--- src/rtl/ifetch_unit.sv ---
// ifetch_unit: fetch initiator with one in-flight request, instruction FIFO and redirect flush.
// Define IFETCH_ALIGN_CHECK_EN to halt on misaligned redirect targets instead of forcing alignment.
module ifetch_unit #(
    parameter logic [31:0] RESET_PC   = 32'h0000_0000,
    parameter int          FIFO_DEPTH = 2
) (
    input  logic        CLK,
    input  logic        RST,
    input  logic        Start,
    output logic [31:0] PC,
    output logic        MemRead,
    input  logic [31:0] Instruction,
    input  logic        Redirect,
    input  logic [31:0] RedirectPC,
    output logic        InstrValid,
    input  logic        InstrReady,
    output logic [31:0] InstrOut,
    output logic [31:0] InstrPC,
    output logic        MisalignErr
);
    typedef enum logic [1:0] {IDLE, RUN, HALT} state_t;
    state_t      state;
    logic [31:0] buf_instr [8];
    logic [31:0] buf_pc [8];
    logic [2:0]  head;
    logic [2:0]  wptr;
    logic [3:0]  count;
    logic [3:0]  wsum;
    logic [4:0]  occ;
    logic        inflight;
    logic [31:0] inflight_pc;
    logic        misalign_err;
    logic        redir;
    logic        misalign;
    logic        pop;
    logic        push;
    logic [31:0] target;

`ifdef IFETCH_ALIGN_CHECK_EN
    assign misalign = RedirectPC[1:0] != 2'b00;
    assign target   = RedirectPC;
`else
    assign misalign = 1'b0;
    assign target   = RedirectPC & ~32'h3;
`endif

    assign redir       = Redirect && state != HALT;
    assign InstrValid  = count != 4'd0;
    assign InstrOut    = buf_instr[head];
    assign InstrPC     = buf_pc[head];
    assign MisalignErr = misalign_err;
    assign pop         = InstrValid && InstrReady && !redir;
    // A captured response is dropped when a redirect lands on the same edge
    assign push        = inflight && !redir;
    assign occ         = {1'b0, count} + {4'b0, inflight} - {4'b0, pop};
    assign MemRead     = state == RUN && !Redirect && occ < 5'(FIFO_DEPTH);
    assign wsum        = {1'b0, head} + count;
    assign wptr        = 3'(wsum >= 4'(FIFO_DEPTH) ? wsum - 4'(FIFO_DEPTH) : wsum);

    always_ff @(posedge CLK) begin
        if (RST) begin
            state        <= IDLE;
            PC           <= RESET_PC;
            inflight     <= 1'b0;
            inflight_pc  <= 32'h0;
            head         <= 3'd0;
            count        <= 4'd0;
            misalign_err <= 1'b0;
            for (int i = 0; i < 8; i++) begin
                buf_instr[i] <= 32'h0;
                buf_pc[i]    <= 32'h0;
            end
        end else begin
            inflight <= MemRead;
            if (MemRead) begin
                inflight_pc <= PC;
                PC          <= PC + 32'd4;
            end
            if (state == IDLE && Start) state <= RUN;
            if (redir) begin
                head  <= 3'd0;
                count <= 4'd0;
                if (misalign) begin
                    state        <= HALT;
                    misalign_err <= 1'b1;
                end else PC <= target;
            end else begin
                if (push) begin
                    buf_instr[wptr] <= Instruction;
                    buf_pc[wptr]    <= inflight_pc;
                end
                if (pop) head <= head == 3'(FIFO_DEPTH - 1) ? 3'd0 : head + 3'd1;
                count <= count + {3'b0, push} - {3'b0, pop};
            end
        end
    end
endmodule

--- config.mk ---
export PLATFORM = sky130hd
export DESIGN_NAME = ifetch_unit
export DESIGN_NICKNAME = d
export VERILOG_FILES = /design/src/rtl/ifetch_unit.sv
export SDC_FILE = /design/constraint.sdc
export NUM_CORES = 1
export LEC_CHECK = 0
export BUFFER_PORTS_ARGS = -buffer_cell sky130_fd_sc_hd__buf_4
export CAP_MARGIN = 30
export CORE_UTILIZATION = 47
export DETAILED_ROUTE_END_ITERATION = 8
export GPL_ROUTABILITY_DRIVEN = 0
export PLACE_DENSITY = 0.66
export SLEW_MARGIN = 20
export SYNTH_ARGS = -nofsm -noshare
export SYNTH_HDL_FRONTEND = slang
export SYNTH_SLANG_ARGS = --single-unit
--- constraint.sdc ---
create_clock -name CLK -period 6.6 [get_ports CLK]
set_input_delay 0.66 -clock CLK [delete_from_list [all_inputs] [get_ports CLK]]
set_output_delay 0.66 -clock CLK [all_outputs]
set_load 0.02 [all_outputs]
### Word level (Yosys, flattened, before mapping)

Memory sizes are Yosys's and may differ from the RTL's. A register that Yosys moved wholly into a read port is not among the register bits.
Cells that the tools add are included.

| word-level totals | value |
|---|---|
| memory bits (writable) | 512 |
| memories | 2 |
| register bits after elaboration | 73 |

Memories:

| name | depth | bits a word | read ports | clocked after Yosys merged registers in | write ports | line | text |
|---|---|---|---|---|---|---|---|
| buf_instr | 8 | 32 | 1 | 1 | 8 | 23 | `logic [31:0] buf_instr [8];` |
| buf_pc | 8 | 32 | 1 | 1 | 8 | 24 | `logic [31:0] buf_pc [8];` |

| operators by class | value |
|---|---|
| add/subtract/negate cells | 8 |
| equal/unequal tests | 1 |
| magnitude comparators | 2 |
| reduce and logical (&&, ||, !) cells | 13 |
| multiplexer cells | 20 |

Operator list:

| cell | number |
|---|---|
| $mux 32 | 4 |
| $reduce_or 32->1 | 2 |
| $add 32x3->32 const B | 1 |
| $mux 3 | 8 |
| $mux 1 | 8 |
| $logic_and 1x1->1 | 6 |
| $add 4x1->5 | 1 |
| $lt 5x2->1 const B | 1 |
| $sub 5x1->5 | 1 |
| $add 3x4->4 | 1 |
| $add 4x1->4 | 1 |
| $ge 4x2->1 const B | 1 |
| $reduce_bool 4->1 | 1 |
| $sub 4x1->4 | 1 |
| $add 3x1->3 const B | 1 |
| $eq 3x1->1 const B | 1 |
| $sub 3x2->3 const B | 1 |
| $logic_not 2->1 | 1 |
| $reduce_bool 2->1 | 1 |
| $reduce_or 2->1 | 1 |
| $logic_not 1->1 | 1 |

### Depth between registers and ports, before layout

Gate-level depths: netlist (run 1).

| logic depth | value |
|---|---|
| depth after elaboration | 8 |
| gate-level depth with buffers | 15 |
| mapped depth without buffers | 12 |

### Least setup slack after synthesis (run 1)

OpenSTA, ideal clock, no wires.

| path | value |
|---|---|
| kind | input -> register |
| start | in Redirect |
| end | mem buf_instr[4][0], enable pin |
| setup slack | 148 ps |
| setup time | 567 ps |
| path buffers | 1 |
| required time | 6033 ps |
| arrival | 5885 ps |
| stages | 5 |
| path through | buf_2 or3b_2 nor2_1 nand2_1 o21ai_0 |

RTL lines:

| item | line | text |
|---|---|---|
| from (decl) | 13 | `input logic Redirect,` |
| to (decl) | 23 |  |

### Final worst setup path (run 1)

| path | value |
|---|---|
| start | reg count[3] |
| end | out MemRead |

| between the ends | value |
|---|---|
| cells in the longest elaborated chain, start to end | 6 |
| elaborated cells on any way between the ends | 7 |
| classes of those cells | 2 x add/sub; 1 x order compare; 4 x reduce/logical |

RTL lines:

| item | line | text |
|---|---|---|
| from (decl) | 27 | `logic [3:0] count;` |
| from (signal assigned) | 93 | `count <= count + {3'b0, push} - {3'b0, pop};` |
| branches (longest 3 deep; another with $add 4x1->5) | n/a |  |
| $sub 5x1->5 * | 55 | `assign occ = {1'b0, count} + {4'b0, inflight} - {4'b0, pop};` |
| $lt 5x2->1 * | 56 | `assign MemRead = state == RUN && !Redirect && occ < 5'(FIFO_DEPTH);` |
| $logic_and 1x1->1 * | 56 |  |
| to (decl) | 11 | `output logic MemRead,` |

Mark *: on every way between the ends.

==> impl_metrics.prom, run 1 <==
# TYPE chip_impl_metric gauge
chip_impl_info{name="run_status",value="finished clean"} 1
chip_impl_metric{name="timing.critical_path.arrival",unit="ps"} 4030
chip_impl_metric{name="finalInstanceArea",unit="um^2"} 29800
chip_impl_info{name="maxUsedRoutingLayer",value="met4"} 1
chip_impl_metric{name="dieArea",unit="um^2"} 56200
chip_impl_info{name="synth_commonest_cells",value="and2_1, edfxtp_1, mux4_2"} 1
chip_impl_info{name="worstHoldPathType",value="primary input to register"} 1
chip_impl_metric{name="drt-met1-wl",unit="mm"} 26.7
chip_impl_metric{name="vdd.ir_drop.worst",unit="V"} 0.000199
chip_impl_metric{name="synth.ff_latch_count",unit=""} 568
chip_impl_metric{name="synth_seq_area_share",unit="%"} 62.9
chip_impl_info{name="hold_path.startpoint",value="Start"} 1
chip_impl_metric{name="total_leakage_power",unit="nW"} 10.7
chip_impl_metric{name="hold_path_depth",unit=""} 3
chip_impl_metric{name="max_freq",unit="MHz"} 213
chip_impl_metric{name="final_number_of_setup_violating_endpoints",unit=""} 0
chip_impl_metric{name="coreArea",unit="um^2"} 54200
chip_impl_info{name="synthDominantAreaCellType",value="edfxtp_1"} 1
chip_impl_metric{name="placement.setup.worst_slack",unit="ps"} 2130
chip_impl_metric{name="route.detailed.drc",unit=""} 0
chip_impl_info{name="timing.rr.start",value="count[3]"} 1
chip_impl_metric{name="fin_tns_setup",unit="ps"} 0
chip_impl_metric{name="finalHoldViolCount",unit=""} 0
chip_impl_info{name="timing.critical_path.from_type",value="register"} 1
chip_impl_info{name="dominant_cell_by_count_in_the_synthesized_netlist",value="and2_1"} 1
chip_impl_metric{name="detailroute.via_count",unit=""} 15300
chip_impl_metric{name="clock_latency",unit="ps"} 620
chip_impl_metric{name="ant_nets",unit=""} 0
chip_impl_metric{name="post-cts-setup-buffer-count",unit=""} 0
chip_impl_metric{name="maxSlewViolCount",unit=""} 0
chip_impl_metric{name="setup_ws",unit="ps"} 1910
chip_impl_metric{name="placement.cell_area",unit="um^2"} 27900
chip_impl_metric{name="postSynth.asyncResetShare",unit="%"} 0
chip_impl_metric{name="cts-htree-levels",unit=""} 2
chip_impl_metric{name="post_cts_resize_count",unit=""} 0
chip_impl_metric{name="layout_worst_path_cycle_share",unit="%"} 71.1
chip_impl_info{name="critical_path_class",value="register to output pin"} 1
chip_impl_metric{name="floorplan.initialDensity",unit="%"} 47.8
chip_impl_metric{name="reg2regPathDepth",unit=""} 12
chip_impl_metric{name="via_per_inst",unit=""} 5.82
chip_impl_metric{name="number_of_instances_in_the_synthesized_netlist",unit=""} 1777
chip_impl_metric{name="tritoncts.num_buffers",unit=""} 58
chip_impl_metric{name="clock_path_buffers",unit=""} 3
chip_impl_info{name="grt_setup_unrepaired",value="false"} 1
chip_impl_metric{name="detailed_route_wire_length_per_cell",unit="um"} 23.9
chip_impl_metric{name="global_route.overflow_total",unit=""} 0
chip_impl_info{name="reg2reg_to",value="PC[13]"} 1
chip_impl_metric{name="cts.clk_slew.worst_paths",unit="ps"} 60
chip_impl_info{name="yosys-top-cells-area",value="edfxtp_1, and2_1, mux4_2, dfxtp_1, mux2_2"} 1
chip_impl_metric{name="clkSinkCount",unit=""} 568
chip_impl_metric{name="grt_pass1_vias",unit=""} 15900
chip_impl_metric{name="ctsHoldBuffers",unit=""} 0
chip_impl_metric{name="crit_required",unit="ps"} 5940
chip_impl_metric{name="drtIter0Drc",unit=""} 1374
chip_impl_metric{name="worst_slew_margin_rel",unit="%"} 37.5
chip_impl_metric{name="synth_warnings",unit=""} 0
chip_impl_metric{name="floorplan.die.width",unit="um"} 237
chip_impl_metric{name="ff2ff_setup_slack",unit="ps"} 2180
chip_impl_metric{name="power.density_cell_area",unit="nW/um^2"} 260
chip_impl_metric{name="rows",unit=""} 85
chip_impl_metric{name="portBuffers",unit=""} 160
chip_impl_metric{name="synth.top_cell.area_share",unit="%"} 57.4
chip_impl_metric{name="wl_met2",unit="mm"} 31.1
chip_impl_metric{name="netlist_area",unit="um^2"} 26000
chip_impl_metric{name="num_io_pins",unit=""} 168
chip_impl_info{name="critical_path.endpoint_type",value="output pin"} 1
chip_impl_metric{name="hpwl",unit="mm"} 33.4
chip_impl_metric{name="synth_enable_flop_cells",unit=""} 496
chip_impl_info{name="tritoncts",value="done"} 1
chip_impl_info{name="clock-root-buffer",value="clkbuf_16"} 1
chip_impl_metric{name="grt_pass1_wl",unit="mm"} 95.6
chip_impl_metric{name="proportion_of_layout_cells_with_a_drive_suffix_above_1",unit="%"} 24.9
chip_impl_info{name="postSynth.topFlopCell",value="edfxtp_1"} 1
chip_impl_metric{name="yosysUniqueCellTypes",unit=""} 62
chip_impl_metric{name="grt.total_usage",unit="%"} 22.7
chip_impl_metric{name="fin_crit",unit="ps"} 4690
chip_impl_metric{name="number_of_antenna_violations_at_the_first_check_in_global_routing",unit=""} 0
chip_impl_metric{name="nFillCells",unit=""} 4421
chip_impl_metric{name="maxCapViolations",unit=""} 0
chip_impl_metric{name="antenna_cells_inserted",unit=""} 0
chip_impl_metric{name="totalWireLength",unit="mm"} 62.9
chip_impl_metric{name="num-nets-final",unit=""} 1976
chip_impl_metric{name="die_boundary_height",unit="um"} 237
chip_impl_metric{name="avgSynthCellArea",unit="um^2"} 14.6
chip_impl_metric{name="worst_slew_pin_slew",unit="ps"} 938
chip_impl_metric{name="grt_max_degree",unit=""} 91
chip_impl_metric{name="met3WireLength",unit="mm"} 4.20
chip_impl_metric{name="cp_max_fo",unit=""} 21
chip_impl_metric{name="area.growth.synth_to_final",unit="%"} 14.7
chip_impl_metric{name="timing.clock.skew",unit="ps"} 16.8
chip_impl_info{name="worstHoldEndpoint",value="state[0]"} 1
chip_impl_metric{name="firstDrtPassIters",unit=""} 5
worst max-delay path by stage:
stage | start | end | slack, ps | depth (start not counted)
finish | count[3] | MemRead | 1910 | 12
global route | count[3] | MemRead | 1630 | 12
CTS | count[3] | MemRead | 1870 | 12
detailed placement | Redirect | PC[7] | 2130 | 13
global placement | Redirect | MemRead | 2130 | 11
floorplan | Redirect | buf_instr[4][0] | 150 | 5
placed cells by master (no fill, tap or decap), types with 11 or more instances in the layout:
| master | n |
|---|---|
| and2_1 | 501 |
| edfxtp_1 | 496 |
| buf_4 | 182 |
| mux4_2 | 124 |
| dfxtp_1 | 69 |
| mux2_2 | 63 |
| clkbuf_16 | 59 |
| nand3_1 | 48 |
| a21oi_1 | 35 |
| o21ai_0 | 35 |
| nor2_1 | 33 |
| nand2_1 | 19 |
| a311oi_1 | 18 |
| o31ai_1 | 17 |
| nand4_1 | 16 |
| clkinv_1 | 15 |
| and3_1 | 14 |
| clkbuf_1 | 14 |
| inv_1 | 13 |
| or4_1 | 11 |
worst max-delay path: stages, from the launching register on:
cell and delay (ps):
dfxtp_1 340, inv_1 120, ha_1 150, or3b_2 480, and2_1 270, nand2b_1 170
inv_1 80, fa_1 420, xnor2_1 160, nor4b_1 560, mux2i_4 330, nor2_1 160
buf_4 150
state kept, by name (all words and copies together), names as in the netlist, named ones only:
register,flops
inflight_pc,30
buf_instr,256
buf_pc,240
count,4
PC,30
state,1
head,3
inflight,1
cells by family after synthesis:
family                   after synthesis  share of synthesized area (%)
AND/OR/NAND/NOR                      710                           16.6
XOR/XNOR                               8                          0.270
adder cells (fa/ha/maj)               13                          0.714
flip-flops                           568                           62.9
multiplexers                         188                           13.5
other                                  1                         0.0144
AO/OA/AOI/OAI                        138                           3.53
buffers and inverters                151                           2.40
per-layer routing:
| layer | global-route usage, % | vias up |
|---|---|---|
| li1 | - | 6886 |
| met3 | 3.73 | 86 |
| met4 | 5.00 | 0 |
| met1 | 31.4 | 7858 |
| met5 | 0 | - |
| met2 | 37.9 | 518 |
metrics by stage:
| stage | hold WS, ps | utilization (%) | total power [mW] | instances |
|---|---|---|---|---|
| detailed placement | 510 | 51.4 | 4.58 | 2528 |
| CTS | 226 | 54.8 | 7.79 | 2633 |
| global placement | 495 | 51.2 | 4.56 | 2523 |
| finish | 257 | 54.9 | 7.73 | 2635 |
| global route | 247 | 54.9 | 7.95 | 2635 |
| floorplan | 451 | - | 4.37 | 1781 |
power by group:
group | switching, mW | total (mW) | internal, mW | leakage [nW]
clock network | 1.37 | 3.23 | 1.87 | 0.901
registers | 0.0677 | 4.09 | 4.02 | 5.71
logic | 0.253 | 0.414 | 0.161 | 4.07
layout make-up:
class                           instances  area (um^2)  share of cell area [%]
Inverter                               14         52.6                   0.176
Tap cell                              696          871                    2.92
Sequential cell                       568        16300                    54.9
Clock buffer                           73         1530                    5.13
Multi-Input combinational cell       1062         9110                    30.6
Timing Repair Buffer                  190         1540                    5.17
Clock inverter                         32          323                    1.08
No activity file was read; power rests on OpenSTA's default activity.
==> run 2, diff against run 1 <==
--- a/config.mk
+++ b/config.mk
@@ -5,12 +5,13 @@
 export SDC_FILE = /design/constraint.sdc
 export NUM_CORES = 1
 export LEC_CHECK = 0
+export ABC_AREA = 1
 export BUFFER_PORTS_ARGS = -buffer_cell sky130_fd_sc_hd__buf_4
 export CAP_MARGIN = 30
 export CORE_UTILIZATION = 47
 export DETAILED_ROUTE_END_ITERATION = 8
 export GPL_ROUTABILITY_DRIVEN = 0
-export PLACE_DENSITY = 0.66
+export PLACE_DENSITY = 0.63
 export SLEW_MARGIN = 20
 export SYNTH_ARGS = -nofsm -noshare
 export SYNTH_HDL_FRONTEND = slang
==> constraint.sdc (replaced) <==
create_clock -name CLK -period 4.6 [get_ports CLK]
set_input_delay 0.46 -clock CLK [delete_from_list [all_inputs] [get_ports CLK]]
set_output_delay 0.46 -clock CLK [all_outputs]
set_load 0.02 [all_outputs]
==> run 2 against run 1 <==
Net effect:
- first-iteration DRC count up 27%
- die area down 2.0%
- clock skew down 2.0 ps
==> impl_metrics.prom, run 2 <==
# TYPE chip_impl_metric gauge
chip_impl_metric{name="power.density_cell_area",unit="nW/um^2"} 381
chip_impl_info{name="hold_path.startpoint",value="Start"} 1
chip_impl_metric{name="postSynth.asyncResetShare",unit="%"} 0
chip_impl_metric{name="largest_register_ffs",unit=""} 256
chip_impl_metric{name="dieArea",unit="um^2"} 55000
chip_impl_metric{name="worst_slew_pin_slew",unit="ps"} 1080
chip_impl_metric{name="rows",unit=""} 84
chip_impl_metric{name="grt_max_degree",unit=""} 169
chip_impl_info{name="run_status",value="finished clean"} 1
chip_impl_metric{name="route.detailed.drc",unit=""} 0
chip_impl_metric{name="netlist_area",unit="um^2"} 25400
chip_impl_metric{name="combinational_power_share",unit="%"} 5.4
chip_impl_metric{name="layout_worst_path_cycle_share",unit="%"} 82.3
chip_impl_metric{name="firstDrtPassIters",unit=""} 5
chip_impl_metric{name="critical_path_cell_count",unit=""} 15
chip_impl_metric{name="ctsHoldBuffers",unit=""} 0
chip_impl_metric{name="maxCapViolations",unit=""} 0
chip_impl_info{name="synth_commonest_cells",value="nor2_1, edfxtp_1, o21ai_0"} 1
chip_impl_metric{name="maxSlewViolCount",unit=""} 0
chip_impl_metric{name="int_power",unit="mW"} 8.59
chip_impl_metric{name="tritoncts.num_buffers",unit=""} 59
chip_impl_metric{name="post_cts_resize_count",unit=""} 0
chip_impl_metric{name="critPathBufInv",unit=""} 3
chip_impl_metric{name="max_freq",unit="MHz"} 264
chip_impl_metric{name="grt_pass1_vias",unit=""} 18600
chip_impl_info{name="crit_path_top_delay_cell",value="fa_1"} 1
chip_impl_metric{name="power.net_switching",unit="mW"} 2.44
chip_impl_info{name="layout.cells.most_common_list",value="nor2_1, edfxtp_1, o21ai_0, nand2_1, buf_4"} 1
chip_impl_info{name="grt_setup_unrepaired",value="false"} 1
chip_impl_metric{name="power.share.switching",unit="%"} 22.1
chip_impl_metric{name="crit_required",unit="ps"} 4140
chip_impl_metric{name="drtIter0Drc",unit=""} 1751
chip_impl_metric{name="cp_max_fo",unit=""} 31
chip_impl_metric{name="avgSynthCellArea",unit="um^2"} 9.63
chip_impl_metric{name="share_seq_of_total_power",unit="%"} 52.9
chip_impl_info{name="cp_common_cell",value="nand2_1"} 1
chip_impl_metric{name="detailroute.via_count",unit=""} 19200
chip_impl_metric{name="synth_enable_flop_cells",unit=""} 496
chip_impl_info{name="reg2reg_to",value="PC[28]"} 1
chip_impl_info{name="critical_path.endpoint_type",value="output pin"} 1
chip_impl_metric{name="hpwl",unit="mm"} 36.2
chip_impl_metric{name="portBuffers",unit=""} 160
chip_impl_metric{name="area.growth.synth_to_final",unit="%"} 13.9
chip_impl_metric{name="num_io_pins",unit=""} 168
chip_impl_info{name="dominant_cell_by_count_in_the_synthesized_netlist",value="nor2_1"} 1
chip_impl_metric{name="clkSinkCount",unit=""} 568
chip_impl_info{name="clock-root-buffer",value="clkbuf_16"} 1
chip_impl_metric{name="fin_tns_setup",unit="ps"} 0
chip_impl_info{name="cp_cell_sequence",value="inv_1, ha_1, nand2_1, nand2_1, nand2_1, nand3_1, fa_1, o21ai_1, nand2_1, nand3_1, nand2_1, nor2_1, nand3_2, inv_2, buf_4"} 1
chip_impl_metric{name="placement.cell_area",unit="um^2"} 27100
chip_impl_metric{name="die_boundary_height",unit="um"} 235
chip_impl_metric{name="final.hold.worst_slack",unit="ps"} 41.9
chip_impl_info{name="synthDominantAreaCellType",value="edfxtp_1"} 1
chip_impl_metric{name="num-nets-final",unit=""} 2809
chip_impl_metric{name="timing.critical_path.arrival",unit="ps"} 3330
chip_impl_metric{name="cts.clk_slew.worst_paths",unit="ps"} 60
chip_impl_info{name="postSynth.topFlopCell",value="edfxtp_1"} 1
chip_impl_metric{name="vdd.ir_drop.worst",unit="V"} 0.000287
chip_impl_metric{name="final_number_of_setup_violating_endpoints",unit=""} 0
chip_impl_metric{name="antenna_cells_inserted",unit=""} 0
chip_impl_metric{name="clock_path_buffers",unit=""} 3
chip_impl_metric{name="ant_nets",unit=""} 0
chip_impl_metric{name="grt.total_usage",unit="%"} 24.7
chip_impl_metric{name="floorplan.die.width",unit="um"} 235
chip_impl_metric{name="number_of_antenna_violations_at_the_first_check_in_global_routing",unit=""} 0
chip_impl_metric{name="number_of_instances_in_the_synthesized_netlist",unit=""} 2640
chip_impl_metric{name="synth.ff_latch_count",unit=""} 568
chip_impl_metric{name="finalInstanceArea",unit="um^2"} 28900
chip_impl_info{name="max_flop_register",value="buf_instr"} 1
chip_impl_metric{name="coreArea",unit="um^2"} 53000
chip_impl_metric{name="synth.top_cell.area_share",unit="%"} 58.6
chip_impl_info{name="worst_path_dominant_cell_family",value="simple AND/OR/NAND/NOR gates"} 1
chip_impl_metric{name="timing.clock.skew",unit="ps"} 14.8
chip_impl_metric{name="finalPower",unit="mW"} 11.0
chip_impl_info{name="timing.rr.start",value="count[3]"} 1
chip_impl_info{name="critical_path_class",value="register to output pin"} 1
chip_impl_metric{name="totalWireLength",unit="mm"} 67.7
chip_impl_info{name="worstHoldPathType",value="primary input to register"} 1
chip_impl_metric{name="fin_crit",unit="ps"} 3790
chip_impl_info{name="tritoncts",value="done"} 1
chip_impl_metric{name="power.clock.fraction",unit="%"} 41.7
chip_impl_metric{name="yosysUniqueCellTypes",unit=""} 36
chip_impl_metric{name="clock_latency",unit="ps"} 620
chip_impl_metric{name="detailed_route_wire_length_per_cell",unit="um"} 19.6
chip_impl_metric{name="synth_warnings",unit=""} 0
chip_impl_metric{name="reg2regPathDepth",unit=""} 16
chip_impl_info{name="timing.critical_path.from_type",value="register"} 1
chip_impl_metric{name="proportion_of_layout_cells_with_a_drive_suffix_above_1",unit="%"} 11.1
chip_impl_metric{name="hold_path_depth",unit=""} 3
chip_impl_metric{name="global_route.overflow_total",unit=""} 0
chip_impl_metric{name="ff2ff_setup_slack",unit="ps"} 1450
chip_impl_metric{name="finalHoldViolCount",unit=""} 0
chip_impl_metric{name="via_per_inst",unit=""} 5.55
chip_impl_metric{name="floorplan.initialDensity",unit="%"} 48.0
chip_impl_metric{name="total_leakage_power",unit="nW"} 10.8
chip_impl_metric{name="critPathMaxStageDelay",unit="ps"} 430
chip_impl_info{name="yosys-top-cells-area",value="edfxtp_1, nor2_1, dfxtp_1, o21ai_0, nand2_1"} 1
chip_impl_metric{name="post-cts-setup-buffer-count",unit=""} 0
chip_impl_metric{name="cts-htree-levels",unit=""} 2
chip_impl_info{name="mostFrequentLayoutCell",value="nor2_1"} 1
chip_impl_info{name="worstHoldEndpoint",value="state[0]"} 1
chip_impl_metric{name="grt_pass1_wl",unit="mm"} 104
chip_impl_info{name="largest_registers",value="buf_instr: 256 flops, buf_pc: 240 flops"} 1
chip_impl_metric{name="worst_slew_margin_rel",unit="%"} 28.2
chip_impl_metric{name="synth_seq_area_share",unit="%"} 64.3
## run 2: cell types whose count changed in the layout (fill, tap and decap cells not counted), sizes merged, moves of 16 or more
cell    before  now
a21oi       37   70
a311oi      18    0
a31oi        4   64
and2       501    1
and3        16    0
inv         16  100
mux2        63    0
mux4       124    0
nand2       19  243
nor2        34  992
o21ai       37  267
o22ai        0   62
o31ai       17    0
## run 2: worst max path at each step
stage | endpoint | startpoint | slack (ps)
final | MemRead | count[3] | 810
after floorplan | buf_instr[6][0] | count[0] | 1080
after global routing | MemRead | count[1] | 450
after global placement | MemRead | Redirect | 1340
after detailed placement | MemRead | Redirect | 1330
after CTS | MemRead | count[1] | 800
## run 2: kinds of logic after synthesis
group	after synthesis	share of synthesized area, %
adders and majority gates	13	0.728
AOI/OAI and AO/OA	470	9.98
xor gates and xnor gates	13	0.448
buffers and inverters	275	4.85
and+or+nand+nor	1300	19.7
DFF	568	64.3
other	1	0.0148
## run 2: power groups by stage
stage,clock network [mW],registers [mW],logic (mW)
after floorplan,0,5.95,0.330
after global placement,0,5.93,0.588
after detailed placement,0,5.94,0.596
after CTS,4.65,5.83,0.597
after global routing,4.84,5.85,0.650
final,4.60,5.83,0.591
## run 2: tightest hold or removal path, delay by kind of cell
kind / cells / cell delay, ps
simple gates: 2 / 90
buf+inv: 1 / 80
## run 2: stage by stage
step	cells	setup slack, ps	util, %
global route	3461	446	54.6
global placement	3354	1340	51.2
CTS	3461	796	54.6
floorplan	2644	1080	-
finish	3461	815	54.6
detailed placement	3354	1330	51.2
## run 2: metal layers
| layer | vias to the layer above | routed length (um) | track usage, % |
|---|---|---|---|
| met3 | 106 | 5160 | 3.65 |
| met2 | 750 | 32200 | 41.0 |
| met4 | 0 | 1570 | 7.24 |
| li1 | 9086 | - | - |
| met5 | - | 0 | 0 |
| met1 | 9276 | 28800 | 33.8 |
## run 2: layout make-up
class | count | area [um^2]
fill | 4705 | 24000
sequential | 568 | 16300
multi-input combinational | 1801 | 7950
clock buffer | 85 | 1650
timing repair buffer | 198 | 1560
tap | 688 | 861
inverter | 99 | 387
clock inverter | 22 | 198
